File: src/rtl/psum_accumulator.sv
// Accumulates signed MAC column partial sums over several passes into DEPTH entries, then drains them.
// Output is registered: out_valid rises the cycle after the last beat; stalls hold out_* stable.
module psum_accumulator #(
  parameter int OFMAP_BITWIDTH = 32,
  parameter int ACC_BITWIDTH   = 32,
  parameter int DEPTH          = 16
) (
  input  logic                      clk,
  input  logic                      rst,
  input  logic                      acc_start_in,
  input  logic                      last_pass_in,
  input  logic                      MAC_valid_in,
  input  logic [OFMAP_BITWIDTH-1:0] MAC_data_in,
  input  logic                      out_ready,
  output logic                      out_valid,
  output logic [ACC_BITWIDTH-1:0]   out_data,
  output logic                      out_last,
  output logic                      busy,
  output logic                      sat_flag,
  output logic                      drop_flag
);

  localparam int AW = ACC_BITWIDTH;
  localparam int OW = OFMAP_BITWIDTH;
  localparam int PW = $clog2(DEPTH);
  localparam logic [PW-1:0] LAST_IDX = PW'(DEPTH - 1);
  localparam logic [AW-1:0] ACC_MAX  = {1'b0, {(AW-1){1'b1}}};
  localparam logic [AW-1:0] ACC_MIN  = {1'b1, {(AW-1){1'b0}}};

  typedef enum logic [1:0] {
    IDLE  = 2'd0,
    ACCUM = 2'd1,
    DRAIN = 2'd2
  } state_t;

  state_t          state;
  logic [AW-1:0]   acc [DEPTH];
  logic [PW-1:0]   wptr;
  logic [PW-1:0]   rptr;
  logic [PW-1:0]   rptr_nxt;
  logic            first_pass;

  logic [AW-1:0]   base;
  logic [AW:0]     data_ext;
  logic [AW:0]     sum;
  logic            ovf;
  logic [AW-1:0]   sat_val;

  // One extra bit of headroom: overflow shows up as the top two sum bits disagreeing.
  always_comb begin
    base     = first_pass ? '0 : acc[wptr];
    data_ext = {{(AW+1-OW){MAC_data_in[OW-1]}}, MAC_data_in};
    sum      = {base[AW-1], base} + data_ext;
    ovf      = sum[AW] ^ sum[AW-1];
    sat_val  = ovf ? (sum[AW] ? ACC_MIN : ACC_MAX) : sum[AW-1:0];
    rptr_nxt = rptr + 1'b1;
  end

  assign busy = (state != IDLE);

  always_ff @(posedge clk or posedge rst) begin
    if (rst) begin
      state      <= IDLE;
      wptr       <= '0;
      rptr       <= '0;
      first_pass <= 1'b1;
      out_valid  <= 1'b0;
      out_last   <= 1'b0;
      out_data   <= '0;
      sat_flag   <= 1'b0;
      drop_flag  <= 1'b0;
      for (int i = 0; i < DEPTH; i++) acc[i] <= '0;
    end else begin
      case (state)
        IDLE: begin
          if (acc_start_in) begin
            state      <= ACCUM;
            wptr       <= '0;
            first_pass <= 1'b1;
            sat_flag   <= 1'b0;
            drop_flag  <= 1'b0;
          end else if (MAC_valid_in) begin
            drop_flag <= 1'b1;
          end
        end
        ACCUM: begin
          if (MAC_valid_in) begin
            acc[wptr] <= sat_val;
            wptr      <= wptr + 1'b1;
            if (ovf) sat_flag <= 1'b1;
            if (wptr == LAST_IDX) begin
              first_pass <= 1'b0;
              if (last_pass_in) begin
                // Entry 0 is already final here since this beat writes entry DEPTH-1.
                state     <= DRAIN;
                rptr      <= '0;
                out_valid <= 1'b1;
                out_data  <= acc[0];
                out_last  <= 1'b0;
              end
            end
          end
        end
        DRAIN: begin
          if (MAC_valid_in) drop_flag <= 1'b1;
          if (out_ready) begin
            if (rptr == LAST_IDX) begin
              state     <= IDLE;
              rptr      <= '0;
              out_valid <= 1'b0;
              out_last  <= 1'b0;
              out_data  <= '0;
            end else begin
              rptr     <= rptr_nxt;
              out_data <= acc[rptr_nxt];
              out_last <= (rptr_nxt == LAST_IDX);
            end
          end
        end
        default: state <= IDLE;
      endcase
    end
  end

endmodule

File: config.mk
export PLATFORM = sky130hd
export DESIGN_NAME = psum_accumulator
export DESIGN_NICKNAME = d
export VERILOG_FILES = /design/src/rtl/psum_accumulator.sv
export SDC_FILE = /design/constraint.sdc
export NUM_CORES = 2
export LEC_CHECK = 0
export ABC_CLOCK_PERIOD_IN_PS = 19600
export BUFFER_PORTS_ARGS = -buffer_cell sky130_fd_sc_hd__buf_4
export CELL_PAD_IN_SITES_DETAIL_PLACEMENT = 1
export CELL_PAD_IN_SITES_GLOBAL_PLACEMENT = 1
export CORE_ASPECT_RATIO = 1.2
export CORE_MARGIN = 3
export CORE_UTILIZATION = 52
export DETAILED_ROUTE_END_ITERATION = 12
export GPL_TIMING_DRIVEN = 0
export PLACE_DENSITY = 0.8
export SLEW_MARGIN = 15
export SYNTH_ARGS = -nofsm -noshare
export SYNTH_HDL_FRONTEND = slang
export SYNTH_SLANG_ARGS = --single-unit
File: constraint.sdc
create_clock -name clk -period 19.6 [get_ports clk]
set_clock_uncertainty 0.05 [all_clocks]
set_input_delay 0.98 -clock clk [delete_from_list [all_inputs] [get_ports clk]]
set_output_delay 0.98 -clock clk [all_outputs]
set_load 0.02 [all_outputs]
==> run summary <==
status - completed
vias per inst - 7.23
root buffer cell - clkbuf_16
Async SR Flop Fraction - 100%
Synth area leader - dfrtp_1
Worst Path Required - 20.03 ns
DRC - 0
layer with the highest usage after global routing - met2
Tcrit/Tclk final - 46.1%
GRT Total Usage - 41.5%
slew margin rel. - 13.7%
Syn Nets - 2,744
sequential share of the synthesized area - 46.3%
Post-Syn Area - 30,200 um2
Final Hold Fails - 0
synth warn - 0
Setup Buffers After CTS - 0
fin area - 34,000 um2
Post-Syn Instances - 2,667
Sink Count - 559
grt ovf - 0
#FFs+latches synth - 559
chip width - 226 um
fin worst setup slack - 10.56 ns
max_cap viols - 0
die area - 61,100 um2
post-synth cell types - 60
Primary FF master, synth - dfrtp_1
Avg Cell Area, Syn - 11.3 um2
critical path capture point type - flop
CTS resizes - 0
post-layout min period - 9.04 ns
Crit Path Class - reg -> reg
Worst-Margin Slew - 1.29 ns
TNS Setup - 0 ns
cts-stage hold buffer count - 0
pre-CTS WS - 11.06 ns
I/O pin total - 75
share of cells above drive strength 1 - 20.5%
Synth Area in Simple Gates - 10.0%
cell with the most instances after synthesis - dfrtp_1
WL final - 126 mm
Die Y - 270 um
total power - 6.90 mW
IO Port Bufs - 74
fin. max-slew vios - 0
main area contributors after synthesis - dfrtp_1, mux4_2, o21ai_0, nand2_1, nor2_1
met3 GRT Util - 10.7%
Starting Density - 52.7%
CP arrival - 9.48 ns
Final HPWL DP - 90.8 mm
ANT nets after route - 0
largest family of logic cells by synthesized area - multiplexers
M1 GR Usage - 50.3%
Synth top cells by count - dfrtp_1, nand2_1, o21ai_0, mux4_2, nor2_1
Area after DPL - 32,000 um2
min-delay worst type - in -> async
area grow syn2layout - 12.4%
Post-Synth Adder-Cell Area - 1.64%
nature of the critical path startpoint - flop
Clock Latency Late Sink - 0.64 ns
initial antenna violation count - 2
clock transition at the registers of the reported paths - 0.06 ns
RSZ-0062 raised after global routing - no
core area - 57,400 um2
met2 GRT Util - 62.3%
worst IR drop on VDD - 0.118 mV
Post-Synth XOR/XNOR Area - 0.753%
via count of the first global-routing pass - 27,657
drt initial violations - 3,191
Post-synth EDFFs - 0
CTS buffer count - 58
Max Fanout on Critical Path - 10
# H-tree levels - 2
routed length per placed instance - 35.1 um
Pwr per Cell Area - 203 nW/um2
area fraction in compound gates after synthesis - 13.3%
Rows - 96
Placer Congestion - 0.977
CTS tree - built
largest net degree at the start of global routing - 113
FMAX - 111 MHz
Final setup viols - 0
layout net count - 2,889
Synth top area share - 46.2%
first-pass GRT wire length - 183 mm
reg2reg setup slack - 10.56 ns
DR vias - 25,983
CTS max path bufs - 3
mux contribution to synthesized area - 24.4%
diode count - 0
drt pass-1 iters - 6
Leak - 14.0 nW
## kinds of logic after synthesis
group,Yosys count
flops,559
xor+xnor,26
mux,337
fa+ha+maj,39
simple gates,740
buf+inv,275
compound gates,691
## sequential cells by signal, indices dropped and copies added, names as in the netlist
register / cells
wptr: 4
out_data: 32
first_pass: 1
state: 2
sat_flag: 1
acc: 512
out_last: 1
rptr: 4
drop_flag: 1
out_valid: 1
## metal layers
layer | part of all wire (%) | vias up
met5 | 0.0087 | -
met4 | 10 | 2
met3 | 9.8 | 603
met2 | 45 | 1710
met1 | 35 | 13485
li1 | - | 10183
## cells in the final DEF, fill, tap and decap left out, drive strengths merged, types with 18 or more instances in the layout
master	synthesis	final
buf	55	136
a21oi	123	123
a221oi	33	33
ha	38	38
nand2	364	364
a31oi	108	108
clkbuf	204	295
xnor2	18	18
a211oi	20	20
and2	21	21
nor2b	37	37
dfrtp	558	558
nor2	267	267
mux4	319	319
o21ai	337	337
## critical path: stages (launching register included)
cell and delay (ns):
dfrtp_1 0.39, clkbuf_1 0.29, buf_1 0.78, buf_2 0.65
clkbuf_1 0.82, mux4_2 0.42, mux4_2 0.61, nor2b_1 0.19
ha_1 0.25, a211oi_1 0.43, o211ai_1 0.25, a21oi_1 0.56
o21ai_2 0.24, a32oi_1 0.71, nand2_1 0.18, clkbuf_1 0.36
a311oi_1 1.14, buf_2 0.39, o21ai_0 0.12
## where the power goes
group / switching, mW / total [mW] / internal (mW)
registers: 0.459 / 2.14 / 1.69
clock network: 0.488 / 1.16 / 0.670
logic: 2.22 / 3.60 / 1.38
total: 3.17 / 6.90 / 3.74
## path summary, 6_finish.rpt
| kind | from | to | cells after the start |
|---|---|---|---|
| setup / recovery | wptr[0] | acc[344] | 18 |
| hold / removal | rst | acc[118] | 2 |
| setup reg to reg | wptr[0] | acc[344] | 18 |
| hold reg to reg | acc[76] | acc[76] | 2 |
| max in group asynchronous | rst | acc[422] | 4 |
| min in group clk | acc[76] | acc[76] | 2 |
## per-stage QoR
| stage | util [%] | instances | hold WS [ns] |
|---|---|---|---|
| 6_report | 59.2 | 3592 | 0.329 |
| 5_1_grt | 59.2 | 3592 | 0.379 |
| 4_1_cts | 59.1 | 3590 | 0.345 |
| 3_5_place_dp | 55.7 | 3485 | 0.442 |
| 3_3_place_gp | 55.2 | 3476 | 0.423 |
| 2_1_floorplan | - | 2667 | 0.411 |
## final cells by class
type / instances / area [um2]
clock buffer: 87 / 1760
multi-input combinational: 1833 / 15200
clock inverter: 18 / 196
buffer: 259 / 1050
tap: 735 / 920
fill: 5956 / 23400
sequential: 559 / 14000
inverter: 16 / 67.6
timing repair buffer: 85 / 746
Power figures use the tool's default switching activity.
